**src/rtl/spi_encoder_if.sv**
```systemverilog
`default_nettype none
// ============================================================================
// Module   : spi_encoder_if
// Brief    : Byte handshake and SPI pin bundle for the SPI mode-0 master.
// Revision : 1.0
// ============================================================================
interface spi_encoder_if;
    logic [7:0] tx_data;
    logic       tx_last;
    logic       tx_valid;
    logic       tx_ready;
    logic [7:0] rx_data;
    logic       rx_valid;
    logic       busy;
    logic       spi_cs;
    logic       spi_sck;
    logic       spi_mosi;
    logic       spi_miso;

    modport master (
        output tx_data, tx_last, tx_valid, spi_miso,
        input  tx_ready, rx_data, rx_valid, busy, spi_cs, spi_sck, spi_mosi
    );

    modport slave (
        input  tx_data, tx_last, tx_valid, spi_miso,
        output tx_ready, rx_data, rx_valid, busy, spi_cs, spi_sck, spi_mosi
    );
endinterface
`default_nettype wire

```
**src/rtl/spi_encoder.sv**
```systemverilog
`default_nettype none
// ============================================================================
// Module   : spi_encoder
// Brief    : SPI mode-0 master, MSB first, full duplex, SCK = clk/(2*DIV).
// Revision : 1.0
// ============================================================================
module spi_encoder #(
    parameter int DIV = 4
) (
    input  wire logic    clk,
    input  wire logic    rst_n,
    spi_encoder_if.slave bus
);

    localparam logic [2:0] c_IDLE  = 3'd0;
    localparam logic [2:0] c_SHIFT = 3'd1;
    localparam logic [2:0] c_WAIT  = 3'd2;
    localparam logic [2:0] c_HOLD  = 3'd3;
    localparam logic [2:0] c_GAP   = 3'd4;

    localparam logic [7:0] c_HALF_MAX = 8'(DIV - 1);

    logic [2:0] r_state;
    logic [7:0] r_cnt;
    logic [2:0] r_bit;
    logic [6:0] r_tx_sh;
    logic       r_last;
    logic [7:0] r_rx_sh;
    logic [7:0] r_rx_data;
    logic       r_rx_valid;
    logic       r_tx_ready;
    logic       r_busy;
    logic       r_cs;
    logic       r_sck;
    logic       r_mosi;

    logic w_half_done;
    logic w_load;

    assign w_half_done = (r_cnt == c_HALF_MAX);
    // tx_ready is only ever high in IDLE or WAIT, so it alone qualifies a load
    assign w_load      = bus.tx_valid && r_tx_ready;

    always_ff @(posedge clk or negedge rst_n) begin
        if (!rst_n) begin
            r_state    <= c_IDLE;
            r_cnt      <= 8'd0;
            r_bit      <= 3'd0;
            r_tx_sh    <= 7'd0;
            r_last     <= 1'b0;
            r_rx_sh    <= 8'd0;
            r_rx_data  <= 8'd0;
            r_rx_valid <= 1'b0;
            r_tx_ready <= 1'b0;
            r_busy     <= 1'b0;
            r_cs       <= 1'b1;
            r_sck      <= 1'b0;
            r_mosi     <= 1'b0;
        end else begin
            r_rx_valid <= 1'b0;
            if (w_load) begin
                r_state    <= c_SHIFT;
                r_cnt      <= 8'd0;
                r_bit      <= 3'd0;
                r_tx_sh    <= bus.tx_data[6:0];
                r_last     <= bus.tx_last;
                r_tx_ready <= 1'b0;
                r_busy     <= 1'b1;
                r_cs       <= 1'b0;
                r_sck      <= 1'b0;
                r_mosi     <= bus.tx_data[7];
            end else begin
                case (r_state)
                    c_IDLE: begin
                        r_tx_ready <= 1'b1;
                    end
                    c_SHIFT: begin
                        if (w_half_done) begin
                            r_cnt <= 8'd0;
                            if (!r_sck) begin
                                r_sck   <= 1'b1;
                                r_rx_sh <= {r_rx_sh[6:0], bus.spi_miso};
                            end else begin
                                r_sck <= 1'b0;
                                // Final fall: MOSI keeps bit0, byte is delivered
                                if (r_bit == 3'd7) begin
                                    r_rx_data  <= r_rx_sh;
                                    r_rx_valid <= 1'b1;
                                    if (r_last) begin
                                        r_state <= c_HOLD;
                                    end else begin
                                        r_state    <= c_WAIT;
                                        r_tx_ready <= 1'b1;
                                    end
                                end else begin
                                    r_bit   <= r_bit + 3'd1;
                                    r_mosi  <= r_tx_sh[6];
                                    r_tx_sh <= {r_tx_sh[5:0], 1'b0};
                                end
                            end
                        end else begin
                            r_cnt <= r_cnt + 8'd1;
                        end
                    end
                    c_WAIT: begin
                        r_tx_ready <= 1'b1;
                    end
                    c_HOLD: begin
                        if (w_half_done) begin
                            r_cnt   <= 8'd0;
                            r_cs    <= 1'b1;
                            r_state <= c_GAP;
                        end else begin
                            r_cnt <= r_cnt + 8'd1;
                        end
                    end
                    c_GAP: begin
                        if (w_half_done) begin
                            r_cnt      <= 8'd0;
                            r_state    <= c_IDLE;
                            r_tx_ready <= 1'b1;
                            r_busy     <= 1'b0;
                        end else begin
                            r_cnt <= r_cnt + 8'd1;
                        end
                    end
                    default: begin
                        r_state    <= c_IDLE;
                        r_cnt      <= 8'd0;
                        r_cs       <= 1'b1;
                        r_sck      <= 1'b0;
                        r_busy     <= 1'b0;
                        r_tx_ready <= 1'b0;
                    end
                endcase
            end
        end
    end

    assign bus.tx_ready = r_tx_ready;
    assign bus.rx_data  = r_rx_data;
    assign bus.rx_valid = r_rx_valid;
    assign bus.busy     = r_busy;
    assign bus.spi_cs   = r_cs;
    assign bus.spi_sck  = r_sck;
    assign bus.spi_mosi = r_mosi;

endmodule
`default_nettype wire

```
**src/flat_wrapper.sv**
```systemverilog
// flat-port wrapper written by rule: the top's interface ports become plain ports
module spi_encoder_flat 
#(
    parameter int DIV = 4
)
  (clk, rst_n, bus_tx_data, bus_tx_last, bus_tx_valid, bus_spi_miso, bus_tx_ready, bus_rx_data, bus_rx_valid, bus_busy, bus_spi_cs, bus_spi_sck, bus_spi_mosi);
  spi_encoder_if bus_i ();
  input  wire logic clk;
  input  wire logic rst_n;
  input wire logic [$bits(bus_i.tx_data)-1:0] bus_tx_data;
  input wire logic [$bits(bus_i.tx_last)-1:0] bus_tx_last;
  input wire logic [$bits(bus_i.tx_valid)-1:0] bus_tx_valid;
  input wire logic [$bits(bus_i.spi_miso)-1:0] bus_spi_miso;
  output wire logic [$bits(bus_i.tx_ready)-1:0] bus_tx_ready;
  output wire logic [$bits(bus_i.rx_data)-1:0] bus_rx_data;
  output wire logic [$bits(bus_i.rx_valid)-1:0] bus_rx_valid;
  output wire logic [$bits(bus_i.busy)-1:0] bus_busy;
  output wire logic [$bits(bus_i.spi_cs)-1:0] bus_spi_cs;
  output wire logic [$bits(bus_i.spi_sck)-1:0] bus_spi_sck;
  output wire logic [$bits(bus_i.spi_mosi)-1:0] bus_spi_mosi;
  assign bus_i.tx_data = bus_tx_data;
  assign bus_i.tx_last = bus_tx_last;
  assign bus_i.tx_valid = bus_tx_valid;
  assign bus_i.spi_miso = bus_spi_miso;
  assign bus_tx_ready = bus_i.tx_ready;
  assign bus_rx_data = bus_i.rx_data;
  assign bus_rx_valid = bus_i.rx_valid;
  assign bus_busy = bus_i.busy;
  assign bus_spi_cs = bus_i.spi_cs;
  assign bus_spi_sck = bus_i.spi_sck;
  assign bus_spi_mosi = bus_i.spi_mosi;
  spi_encoder #(.DIV(DIV)) u_core (.clk(clk), .rst_n(rst_n), .bus(bus_i));
endmodule
```
**config.mk**
```make
export PLATFORM = sky130hd
export DESIGN_NAME = spi_encoder_flat
export DESIGN_NICKNAME = d
export VERILOG_FILES = /design/src/rtl/spi_encoder_if.sv /design/src/rtl/spi_encoder.sv /design/src/flat_wrapper.sv
export SDC_FILE = /design/constraint.sdc
export NUM_CORES = 1
export LEC_CHECK = 0
export BUFFER_PORTS_ARGS = -buffer_cell sky130_fd_sc_hd__buf_2
export CORE_MARGIN = 2
export CORE_UTILIZATION = 40
export CTS_BUF_LIST = sky130_fd_sc_hd__clkbuf_16
export CTS_CLUSTER_DIAMETER = 150
export DETAILED_ROUTE_END_ITERATION = 10
export HOLD_SLACK_MARGIN = 0.15
export PLACE_DENSITY = 0.62
export SETUP_SLACK_MARGIN = 0.15
export SLEW_MARGIN = 40
export SYNTH_ARGS = -nofsm -noshare
export SYNTH_HDL_FRONTEND = slang
export SYNTH_SLANG_ARGS = --single-unit
```
**constraint.sdc**
```tcl
create_clock -name clk -period 1.98 [get_ports clk]
set_clock_uncertainty 0.15 [all_clocks]
set_input_delay 0 -clock clk [delete_from_list [all_inputs] [get_ports clk]]
set_output_delay 0 -clock clk [all_outputs]
set_load 0.05 [all_outputs]
```
==> summary.md <==
| Metric | Value |
|---|---|
| Outcome | finished with violations |
| Failing checks | negative setup slack |
| CTS clock-pin slew for the worst setup and hold paths | 70 ps |
| Area taken by flip-flops and latches | 1100 sq um |
| Clock H-tree levels | 2 |
| Met2 global-route usage | 26.3% |
| DIE HEIGHT | 76.1 um |
| Num CTS Buffers | 5 |
| Number of synthesized flops with an enable pin | 0 |
| Most frequent CP cell | buf_6 |
| Sw Ratio | 33.0% |
| DRT Pass-1 Iters | 4 |
| Comb power frac | 38.2% |
| Post-layout minimum cycle time | 2010 ps |
| I/O pin count | 27 |
| CTS Root Cell | clkbuf_16 |
| Met3 usage | 3.79% |
| Unique masters post-synth | 41 |
| Horiz. Die Dim | 76.1 um |
| Final setup margin | -34.6 ps |
| Ys flop type | dfrtp_1 |
| Drt drc | 0 |
| Mapped Cells | 184 |
| Antenna diodes | 0 |
| Final Hold Vio Count | 0 |
| Clock buffer depth | 2 |
| Hold Crit Class | reg -> reg |
| Gr usage total | 16.4% |
| Clk_lat worst skew | 280 ps |
| Max Clk Rate | 496 MHz |
| Crit Path Category | reg -> reg |
| Antenna Nets Post-Route | 0 |
| Maximum capacitance violations | 0 |
| Clock power frac | 23.2% |
| FFs w/ async S/R, synth | 100% |
| CP max stage delay | 360 ps |
| Slew Limit Fails | 0 |
| Via count of the routed design | 1699 |
| Flop pwr share | 38.6% |
| Startpoint types | register |
| Initial core utilization | 41.0% |
| Worst-margin pin slew | 706 ps |
| Vias per cell | 5.09 |
| Synthesized Nets | 201 |
| Global routing's busiest layer | met2 |
| Crit Path Max Fanout | 6 |
| #FFs+latches synth | 44 |
| Met1 usage | 22.0% |
| Initial antenna violation count | 0 |
| Reg-to-Reg End | u_core.r_tx_sh[3]$_DFFE_PN0P_ |
| FILL cells | 451 |
| Footprint of the multi-input gates | 992 sq um |
| Total Nets Final | 280 |
| VDD IR-drop max | 0.569 mV |
| # clock sinks | 44 |
| RSZ-0062 raised after global routing | yes |
| Largest net degree at the start of global routing | 19 |
| CP arrival | 2030 ps |
| CTS tree | done |
| Sequential area share after synthesis | 53.0% |
| Share of cells above drive strength 1 | 37.5% |
| Area grow syn2layout | 42.4% |
| Max-slew headroom | 52.8% |
| Hold Slack | 320 ps |
| Post-DP HPWL | 2870 um |
| Reg2Reg Depth | 8 |
| GRT overflow | 0 |
| Vias in the first global route | 1695 |
| Crit path required time | 2000 ps |
| Nature of the critical path endpoint | register |
| R2R setup slack | -30 ps |
| Internal power | 0.00230 W |
| Critical path cell sequence | ha_2 -> nor4b_4 -> buf_4 -> buf_6 -> nand4_1 -> buf_6 -> mux2i_1 -> a21oi_1 |
| Die Area | 5790 sq um |
| First-pass GRT wire length | 7710 um |
| Reg2reg start | u_core.r_cnt[0]$_DFFE_PN0N_ |
| Final period util | 102% |
| Setup crit start | u_core.r_cnt[0]$_DFFE_PN0N_ |
| Endpoints failing setup | 18 |
| Port Buffers | 26 |
| Cell Area, Synth | 2080 sq um |
| Final instance area | 2960 sq um |
| Core ar. | 5070 sq um |
| P_leak | 1.44 nW |
| Ys Warns | 0 |
| Crit path to | u_core.r_tx_sh[3]$_DFFE_PN0P_ |
| Sw power | 0.00113 W |
| DR iter-0 viols | 136 |
| Gpl congestion | 0.857 |
| Pwr Density | 1160 nW/um^2 |
| Slowest-stage cell, CP | dfrtp_1 |
| Placed cell area | 2480 sq um |
| Placed Cells incl. Taps | 299 |
| Finished Layout Cells | 334 |
| Per-cell routed wire length | 14.1 um |
| Mean Syn Cell Area | 11.3 sq um |
| Final wirelength | 4720 um |
| Row count | 26 |
## cells in the final DEF, fill, tap and decap left out, types with 3 or more instances in the layout
cell / n
xnor2_1: 4
nor3_1: 5
clkbuf_16: 5
nand3_1: 6
a31oi_1: 7
o21ai_0: 3
mux2_2: 8
a21oi_1: 8
buf_2: 27
mux2i_1: 9
inv_1: 5
buf_4: 25
dfrtp_1: 41
buf_6: 5
dlygate4sd3_1: 22
nand2_1: 12
nor2_1: 19
mux2_4: 8
## power by group through the flow
| stage | Sequential, W | Combinational [W] | Clock, W |
|---|---|---|---|
| final | 0.00132 | 0.00131 | 0.000795 |
| after global routing | 0.00135 | 0.00144 | 0.000849 |
| after global placement | 0.00132 | 0.00104 | 0 |
| after detailed placement | 0.00133 | 0.00106 | 0 |
| after floorplan | 0.00139 | 0.000602 | 0 |
| after CTS | 0.00131 | 0.00114 | 0.000810 |
## flip-flops by register name (all words and copies together) (netlist names), 3 cells and up
name                cells
u_core.r_rx_sh          8
u_core.r_bit            3
u_core.r_cnt            8
u_core.r_tx_sh          7
u_core.r_state          3
u_core.bus.rx_data      8
## routing by layer
| metal | share of wire (%) | routed length [um] |
|---|---|---|
| met5 | 0 | 0 |
| met4 | 1.4 | 68 |
| met3 | 3.1 | 146 |
| met2 | 48 | 2270 |
| met1 | 47 | 2230 |
## cells in the mapped netlist (2+ instances only)
master    number  share of area (%)
xnor2_1        4                1.7
nand3_1        7                1.7
nor3b_1        2               0.72
clkbuf_1       7                1.3
mux2i_1        9                4.3
a22o_1         2               0.84
or3_1          3               0.90
a21boi_0       2               0.72
a31oi_1        7                2.1
nor3_1         5                1.2
nor2_1        19                3.4
ha_1           4                2.4
o21ai_0        5                1.2
inv_1          4               0.72
dfrtp_1       43                 52
a21oi_1        8                1.9
nand2_1       13                2.3
mux2_2        15                8.1
nor4_4         2                2.0
nand4_1        2               0.60
## how the worst min path moves through the flow
stage / from / end / slack [ps] / cells past startpoint
finish: u_core.bus.spi_cs$_DFFE_PN1P_ / u_core.bus.spi_cs$_DFFE_PN1P_ / 320 / 2
CTS: bus_tx_data[0] / u_core.r_tx_sh[0]$_DFFE_PN0P_ / 310 / 4
global route: bus_spi_miso / u_core.r_rx_sh[0]$_DFFE_PN0P_ / 360 / 3
global placement: rst_n / u_core.bus.busy$_DFFE_PN0P_ / -200 / 1
detailed placement: rst_n / u_core.bus.busy$_DFFE_PN0P_ / -210 / 1
floorplan: rst_n / u_core.bus.busy$_DFFE_PN0P_ / -450 / 0
## cell families (layout without fill, tap and decap cells)
logic type	after synthesis	after routing	synth area share (%)
and+or+nand+nor	63	63	17.6
DFF	44	44	53.0
AOI/OAI and AO/OA	31	31	9.63
muxes	25	25	13.0
buffers and inverters	12	92	2.23
xor gates and xnor gates	5	5	2.11
adders and majority gates	4	4	2.41
## worst max-delay path: cells and delay by family, from the launching register on
| kind | cells | cell delay, ps |
|---|---|---|
| compound gates | 1 | 90 |
| fa+ha+maj | 1 | 180 |
| buf+inv | 3 | 470 |
| flops | 1 | 360 |
| mux | 1 | 180 |
| simple gates | 2 | 460 |
## repair_timing
| action | in CTS | in global routing |
|---|---|---|
| setup endpoints to repair | 39 | 44 |
| hold buffers | 22 | 0 |
| resized for setup | 6 | 22 |
| pin swaps | 2 | 13 |
| buffers inserted | 1 | 3 |
| cloned | 0 | 1 |
| hold endpoints to repair | 63 | 0 |
## cell type report
type                    instances  area share [%]
clock buffers                   5            4.23
clock inverters                 3           0.549
inverters                       4           0.507
multi-input cells             128            33.5
flip-flops and latches         44            37.3
well taps                      70            2.96
repair buffers                 80            20.9
## per-stage QoR
stage                     util (%)  power [W]  setup TNS [ps]  setup slack [ps]
after floorplan                  -    0.00200           -2180              -138
after global placement        48.9    0.00236           -45.8             -6.38
after detailed placement      48.9    0.00239            -224             -22.0
after CTS                     56.4    0.00327            -139             -24.8
after global routing          58.3    0.00364           -2320              -127
final                         58.3    0.00343            -128             -34.6
(Power assumes the default switching activity.)
